File: src/rtl/ddr_step_sequencer.sv
// rtl/ddr_step_sequencer.sv - chart reader that walks a step ROM and emits timed arrow events
//
// Walks an arrow chart held in an external synchronous ROM and emits one step
// event per non-empty entry, spaced by the per-entry delay in chart ticks.
//
// Ports:
//   clock          - single clock domain
//   reset          - asynchronous, active-high; clears all state
//   start          - level; starts (or restarts) the chart from address 0 in IDLE/DONE
//   pause          - level; freezes every counter and the FSM while high
//   rom_addr       - registered chart ROM read address
//   rom_data       - chart entry, [7:4] arrow mask, [3:0] delay in ticks
//   step_valid     - one-cycle pulse per emitted step
//   step_arrows    - mask of the last emitted step
//   window_open    - hit window active
//   window_arrows  - mask the judge scores against
//   chart_done     - chart finished
//   tick_count     - ticks since start, saturating
module ddr_step_sequencer #(
    parameter int TICK_DIV   = 3125000,
    parameter int ADDR_W     = 8,
    parameter int HIT_WINDOW = 2
) (
    input  logic              clock,
    input  logic              reset,
    input  logic              start,
    input  logic              pause,
    output logic [ADDR_W-1:0] rom_addr,
    input  logic [7:0]        rom_data,
    output logic              step_valid,
    output logic [3:0]        step_arrows,
    output logic              window_open,
    output logic [3:0]        window_arrows,
    output logic              chart_done,
    output logic [15:0]       tick_count
);

    localparam int PRE_W = (TICK_DIV > 1) ? $clog2(TICK_DIV) : 1;
    localparam int WIN_W = (HIT_WINDOW > 0) ? $clog2(HIT_WINDOW + 1) : 1;
    localparam logic [PRE_W-1:0]  PRE_LAST  = PRE_W'(TICK_DIV - 1);
    localparam logic [WIN_W-1:0]  WIN_LOAD  = WIN_W'(HIT_WINDOW);
    localparam logic [ADDR_W-1:0] ADDR_LAST = '1;

    typedef enum logic [2:0] {
        S_IDLE,
        S_FETCH,
        S_LATCH,
        S_EMIT,
        S_HOLD,
        S_DONE
    } state_t;

    state_t            state_q, state_d;
    logic [ADDR_W-1:0] addr_q, addr_d;
    logic [PRE_W-1:0]  pre_q, pre_d;
    logic [3:0]        delay_q, delay_d;
    logic [WIN_W-1:0]  win_q, win_d;
    logic [3:0]        step_arrows_q, step_arrows_d;
    logic [3:0]        win_arrows_q, win_arrows_d;
    logic [15:0]       tick_count_q, tick_count_d;
    logic              step_valid_q, step_valid_d;
    logic              window_open_q, window_open_d;
    logic              chart_done_q, chart_done_d;

    logic running;
    logic tick;
    logic advance;

    always_comb begin
        state_d       = state_q;
        addr_d        = addr_q;
        pre_d         = pre_q;
        delay_d       = delay_q;
        win_d         = win_q;
        step_arrows_d = step_arrows_q;
        win_arrows_d  = win_arrows_q;
        tick_count_d  = tick_count_q;
        advance       = 1'b0;

        running = (state_q inside {S_FETCH, S_LATCH, S_EMIT, S_HOLD});
        tick    = running && (pre_q == PRE_LAST);

        // Pause stalls everything, including pending transitions; nothing
        // below runs while it is high.
        if (!pause) begin
            if (running) begin
                pre_d = tick ? '0 : pre_q + 1'b1;
                if (tick) begin
                    if (tick_count_q != 16'hFFFF) begin
                        tick_count_d = tick_count_q + 16'd1;
                    end
                    if (win_q != '0) begin
                        win_d = win_q - 1'b1;
                    end
                    if (delay_q != 4'd0) begin
                        delay_d = delay_q - 4'd1;
                    end
                end
            end

            case (state_q)
                S_IDLE, S_DONE: begin
                    if (start) begin
                        state_d      = S_FETCH;
                        addr_d       = '0;
                        pre_d        = '0;
                        tick_count_d = '0;
                    end
                end
                S_FETCH: state_d = S_LATCH;
                S_LATCH: begin
                    if (rom_data == 8'h00) begin
                        state_d = S_DONE;
                    end else begin
                        // Both steps and rests restart the tick phase so that
                        // the delay is measured from this entry.
                        delay_d = rom_data[3:0];
                        pre_d   = '0;
                        if (rom_data[7:4] == 4'h0) begin
                            state_d = S_HOLD;
                        end else begin
                            state_d       = S_EMIT;
                            step_arrows_d = rom_data[7:4];
                            win_arrows_d  = rom_data[7:4];
                            win_d         = WIN_LOAD;
                        end
                    end
                end
                // The exit decision uses the delay as it stood at the start of
                // the cycle, giving d*TICK_DIV + 3 cycles between emits.
                S_EMIT: begin
                    if (delay_q == 4'd0) begin
                        advance = 1'b1;
                    end else begin
                        state_d = S_HOLD;
                    end
                end
                S_HOLD: advance = (delay_q == 4'd0);
                default: state_d = S_IDLE;
            endcase

            if (advance) begin
                if (addr_q == ADDR_LAST) begin
                    state_d = S_DONE;
                end else begin
                    state_d = S_FETCH;
                    addr_d  = addr_q + 1'b1;
                end
            end
        end

        step_valid_d  = (state_d == S_EMIT);
        window_open_d = (win_d != '0);
        chart_done_d  = (state_d == S_DONE);
    end

    always_ff @(posedge clock or posedge reset) begin
        if (reset) begin
            state_q       <= S_IDLE;
            addr_q        <= '0;
            pre_q         <= '0;
            delay_q       <= 4'd0;
            win_q         <= '0;
            step_arrows_q <= 4'd0;
            win_arrows_q  <= 4'd0;
            tick_count_q  <= 16'd0;
            step_valid_q  <= 1'b0;
            window_open_q <= 1'b0;
            chart_done_q  <= 1'b0;
        end else begin
            state_q       <= state_d;
            addr_q        <= addr_d;
            pre_q         <= pre_d;
            delay_q       <= delay_d;
            win_q         <= win_d;
            step_arrows_q <= step_arrows_d;
            win_arrows_q  <= win_arrows_d;
            tick_count_q  <= tick_count_d;
            step_valid_q  <= step_valid_d;
            window_open_q <= window_open_d;
            chart_done_q  <= chart_done_d;
        end
    end

    // A pause landing on the emit cycle holds the FSM in EMIT; the pulse is
    // masked until release so it is seen exactly once, never during pause.
    assign step_valid    = step_valid_q & ~pause;
    assign rom_addr      = addr_q;
    assign step_arrows   = step_arrows_q;
    assign window_open   = window_open_q;
    assign window_arrows = win_arrows_q;
    assign chart_done    = chart_done_q;
    assign tick_count    = tick_count_q;

endmodule

File: config.mk
export PLATFORM = sky130hd
export DESIGN_NAME = ddr_step_sequencer
export DESIGN_NICKNAME = d
export VERILOG_FILES = /design/src/rtl/ddr_step_sequencer.sv
export SDC_FILE = /design/constraint.sdc
export NUM_CORES = 1
export LEC_CHECK = 0
export BUFFER_PORTS_ARGS = -buffer_cell sky130_fd_sc_hd__buf_2
export CAP_MARGIN = 20
export CORE_MARGIN = 2
export CORE_UTILIZATION = 50
export CTS_BUF_LIST = sky130_fd_sc_hd__clkbuf_8
export CTS_CLUSTER_SIZE = 8
export DETAILED_ROUTE_END_ITERATION = 10
export GPL_TIMING_DRIVEN = 0
export PLACE_DENSITY = 0.66
export SYNTH_ARGS = -nofsm -noshare
export SYNTH_HDL_FRONTEND = slang
export SYNTH_SLANG_ARGS = --single-unit
File: constraint.sdc
create_clock -name clock -period 3.6 [get_ports clock]
set_input_delay 0.36 -clock clock [delete_from_list [all_inputs] [get_ports clock]]
set_output_delay 0.36 -clock clock [all_outputs]
set_load 0.005 [all_outputs]
[Yosys cells after proc, flatten, opt, wreduce, memory -nomap -nowiden]
Cells that the tools add are included.
Word-level totals
  register bits: 62
  bits in latches: 0
  memory bits (writable): 0
  bits in read-only memories: 0
  output and inout bits: 35
  memories kept: 0
Operators by class
  add/subtract/negate cells: 5
  multiply operators: 0
  divide/modulo/power cells: 0
  $lt $le $gt $ge: 0
  equal/unequal tests: 10
  shift operators: 0
  mux-type cells: 37
  bitwise gates (word level): 4
  reductions and logical operators: 11
Operators with widths (number)
  22-bit two-way mux: 4
  16-bit two-way mux: 5
  22-bit one-hot mux with 2 select lines: 1
  8-bit two-way mux: 4
  22-bit by 1-bit adder with 22-bit output (second input constant): 1
  22-bit == test (second input constant): 1
  3-bit two-way mux: 7
  4-bit two-way mux: 5
  16-bit by 1-bit adder with 16-bit output (second input constant): 1
  16-bit inequality test (second input constant): 1
  3-bit one-hot mux with 5 select lines: 1
  2-bit two-way mux: 7
  3-bit by 2-bit == test with 1-bit output (second input constant): 3
  3-bit == test (second input constant): 3
  8-bit by 1-bit adder with 8-bit output (second input constant): 1
  8-bit == test (second input constant): 1
  4-bit logical NOT: 2
  8-bit logical NOT: 1
  4-bit nonzero test: 2
  4-bit AND reduction: 1
  2-bit nonzero test: 2
  4-bit by 1-bit subtractor with 4-bit output (second input constant): 1
  3-bit by 1-bit == test with 1-bit output (second input constant): 1
  3-bit logical NOT: 1
  7 further kinds: 10

[Logic depth before layout (Yosys ltp)]
  word-level depth: 10
  mapped depth: 8

[Least setup slack after synthesis]
Ideal clock, no wire load.
  path type: reg-to-reg
  start point: reg pre_q[7]
  end point: reg tick_count_q[3], in the netlist tick_count[3]
  arrival: 2.181 ns
  required time: 3.522 ns
  setup slack: 1.341 ns
  cell stages (with the launch flop): 8
  clock period less this slack: 2.259 ns
  cell sequence: dfrtp_1 buf_2 or4_4 nor4_4 nand4_2 buf_2 or3_1 a21oi_1
Between the ends
  longest elaborated chain between the ends: 6
RTL lines
  from (decl): line 55  | logic [PRE_W-1:0] pre_q, pre_d;
  from (signal assigned): line 173  | pre_q <= pre_d;
  22-bit == test (*): line 81  | tick = running && (pre_q == PRE_LAST);
  1-bit logical AND (*): line 81
  16-bit two-way mux (*): line 88  | if (tick) begin
  16-bit two-way mux (*): line 86  | if (running) begin
  16-bit two-way mux: line 103  | if (start) begin
  16-bit two-way mux (*): line 101  | case (state_q)
  to (signal assigned): line 178  | tick_count_q <= tick_count_d;
  to (decl): line 60  | logic [15:0] tick_count_q, tick_count_d;
Every way passes the cells marked *; elsewhere a longest branch is shown, timed or not.
A chain may end at the register's enable or synchronous reset.

[Final worst setup path]
  start point: reg state_q[0]
  end point: reg pre_q[0]
Between the ends
  longest elaborated chain between the ends: 7
  elaborated cells on any way between the ends: 14
  classes of those cells: eq/ne: 5; mux: 5; reduce/logical: 4
RTL lines
  from (decl): line 53  | state_t state_q, state_d;
  from (signal assigned): line 171  | state_q <= state_d;
  3-bit by 1-bit == test with 1-bit output (tied with other cells): line 80  | running = (state_q inside {S_FETCH, S_LATCH, S_EMIT, S_HOLD});
  4-bit nonzero test: line 80
  1-bit logical AND: line 81
  22-bit two-way mux: line 87  | pre_d = tick ? '0 : pre_q + 1'b1;
  22-bit two-way mux: line 86
  22-bit two-way mux (on tied branches): line 112, 103
  22-bit one-hot mux with 2 select lines (*): line 101
Marks and branches as above.

==> results.cfg <==
[global_routing]
total_global_routing_overflow = 0
grtUsageMet3 = 0.06177
globalRoute.busiestLayer = met2
track_usage = 0.2441
first_global_vias = 3097
antenna_found_initial = 0
use_met2 = 0.3722
grt_pass1_wl_um = 15990
largest_net_degree_at_the_start_of_global_routing = 33
use_met1 = 0.3491

[setup_path]
critical_path_peak_fanout = 10
max_stage_delay_ns = 0.68
r2r_path_end = pre_q[0]
crit-reg2reg-launch = state_q[0]
timing_worst_setup_path_type = reg2reg
arrival_ns = 3.26
timing.critical_path.slowest_stage_cell = a211oi_2
critical_path_cell_sequence = nor3_1, nor4_1, a211oi_2, clkbuf_1, nand3_1, o21ai_0
worst_ep_required_time_ns = 3.86
start_kind = register
endpoint_kind = register
worstRegToRegCells = 6
ff2ff_setup_slack_ns = 0.61

[cts]
cts_hold_buffers = 0
cts_bufs_inserted = 9
maximum_buffer_depth_of_the_clock_tree = 2
root_buffer_master = clkbuf_8
cts_sinks = 62
clock_latency_ns = 0.35
h-tree-depth = 3
ctsResizeCount = 0
cts_tree = built
post-cts-setup-buffers = 0
cts.reportedPaths.clkPinSlew_ns = 0.08

[sta]
clock.fmax_mhz = 334.0
grt_setup_unrepaired = false
tns_ns = 0
timing.slew.headroom = 0.2808
hold-worst-slack_ns = 0.1051
final-max-slew-violation-count = 0
timing.final.hold_violations = 0
tightestPinTransition_ns = 1.069
post-route-period-util = 0.8317
final_period_minus_worst_setup_slack_ns = 2.994
clock_skew_ns = 0.01508
finalSetupViolCount = 0

[power]
power.ir.vdd_worst_uv = 304.9
cell_area_power_density_nw_per_um2 = 546.2
static_leakage_uw = 0.001812

[drt]
ant_nets = 0
vias_per_cell = 6.080
post_drt_wl_per_cell_um = 16.71
dr.first_iter.drc_count = 244
detailed_route_drc_error_count = 0
totalWireLength_um = 9778
detailroute.via_count = 3557
detail_route.first_pass.iterations = 5

[cells_and_area]
final_nets = 498
mostFrequentLayoutCells = 62 x dfrtp_1, 50 x buf_2, 39 x nand2_1, 31 x nor2_1, 30 x o21ai_0
areaGrowthSynthToFinish_pct = 15.90
drive_gt1_frac = 0.1770
antenna-diode-count = 0
final_core_util = 0.5960
nFillCells = 679
finalNonFillerCells = 585
layout.cells.most_common = dfrtp_1

[logic_synthesis]
ys_top_cells_by_area = dfrtp_1 42%, o21ai_0 4.0%, nand2_1 3.9%, nand3_1 3.6%, a21oi_1 3.2%
synth_sequential_area_ratio = 0.4160
avgSynthCellArea_um2 = 8.838
synth_enable_flop_cells = 0
synth_seq_cells = 62
synth.area.mux_share = 0.03925
netlist_instances = 422
synth_top_area_cell = dfrtp_1
synth_async_sr_flop_share = 1.000
synth_nets = 439
synth_area_um2 = 3730
yosysWarnings = 0
main_combinational_cell_family_by_area_after_synthesis = simple AND/OR/NAND/NOR gates
synth.distinct_cells = 60
synth-simple-area-share = 0.2888
synth_top_area_frac = 0.4160
postSynth.topFlopCell = dfrtp_1
yosys.area_share.xor_xnor = 0.004696
fraction_of_the_mapped_netlist_area_in_compound_gates = 0.1939
yosys.area_share.adder = 0.01677

[floorplan]
design.portCount = 47
rows = 31
initial_utilization = 0.5142
core_area_um2 = 7253
chipWidth_um = 90.37
die_y_um = 90.37
fp.dieArea_um2 = 8167

[placed_design]
place_inst = 568
globalplace.congestion = 0.8537
place_hpwl_um = 6979
buffer_ports.inserted = 46

[outcome]
run_status = complete, no violations

[min_path]
worstHoldPathType = in2async

[flow_run]
max-cap-violations = 0
[per-layer routing]
layer / share of wire / up-vias
li1: - / 1721
met2: 0.46 / 113
met4: 0.016 / 0
met1: 0.47 / 1706
met3: 0.053 / 17
met5: 0 / -
[metrics by stage]
step / area, µm² / total power, µW / setup slack, ns
after CTS: 4318 / 2355 / 0.6842
final: 4323 / 2361 / 0.6058
after global routing: 4323 / 2487 / 0.4650
after global placement: 4084 / 1663 / 0.7158
after detailed placement: 4104 / 1679 / 0.6922
after floorplan: 3730 / 1439 / 1.341
[cells in the mapped netlist (5+ instances only)]
cell type	count
a21oi_1	24
nor3_1	14
clkbuf_1	9
and3_1	5
mux2i_1	9
ha_1	5
o2bb2ai_1	5
o21ai_0	30
nand3_1	27
nand2_1	39
nor4_1	8
nor2_1	31
inv_1	14
a22o_1	6
a31oi_1	5
dfrtp_1	62
or3_1	19
or4_1	6
mux2_2	5
and4_1	6
nand4_1	17
a21o_1	8
[layout make-up]
class | count | area, µm² | share of cell area
multi-input combinational | 325 | 2027 | 0.4689
timing repair buffer | 48 | 255.2 | 0.05904
buffer | 20 | 95.09 | 0.02200
inverter | 15 | 56.30 | 0.01302
sequential | 62 | 1551 | 0.3589
clock inverter | 7 | 90.09 | 0.02084
clock buffer | 9 | 123.9 | 0.02865
tap | 99 | 123.9 | 0.02865
[worst max-delay path, delay by kind of cell (launching register included)]
| kind | cells | cell delay, ns |
|---|---|---|
| AOI/OAI and AO/OA | 2 | 0.86 |
| buffers and inverters | 1 | 0.51 |
| DFF | 1 | 0.41 |
| and+or+nand+nor | 3 | 1.10 |
[how the worst max path moves through the flow]
stage | start | end | slack, ns | depth (start not counted)
after detailed placement | pre_q[0] | tick_count[3] | 0.69 | 7
after floorplan | pre_q[7] | tick_count[3] | 1.34 | 7
after global placement | pre_q[0] | tick_count[3] | 0.72 | 7
after CTS | pre_q[0] | tick_count[3] | 0.68 | 7
after global routing | state_q[0] | pre_q[0] | 0.47 | 6
final | state_q[0] | pre_q[0] | 0.61 | 6
[where the power goes]
| group | total (µW) | internal [µW] | leakage, µW | switching [µW] |
|---|---|---|---|---|
| sequential | 875 | 790 | 0.000831 | 85.7 |
| combinational | 813 | 318 | 0.000871 | 495 |
| clock | 673 | 386 | 0.000110 | 287 |
[cells by family after synthesis]
group	after synthesis
xor gates and xnor gates	2
buffers and inverters	35
muxes	14
and+or+nand+nor	195
DFF	62
AOI/OAI and AO/OA	109
adders and majority gates	5
[flip-flops by register name, summed over array words and instances, names as in the netlist]
signal         cells
chart_done         1
delay_q            4
pre_q             22
rom_addr           8
state_q            3
step_valid_q       1
tick_count        16
win_q              2
window_arrows      4
window_open        1
(Power assumes the default switching activity.)
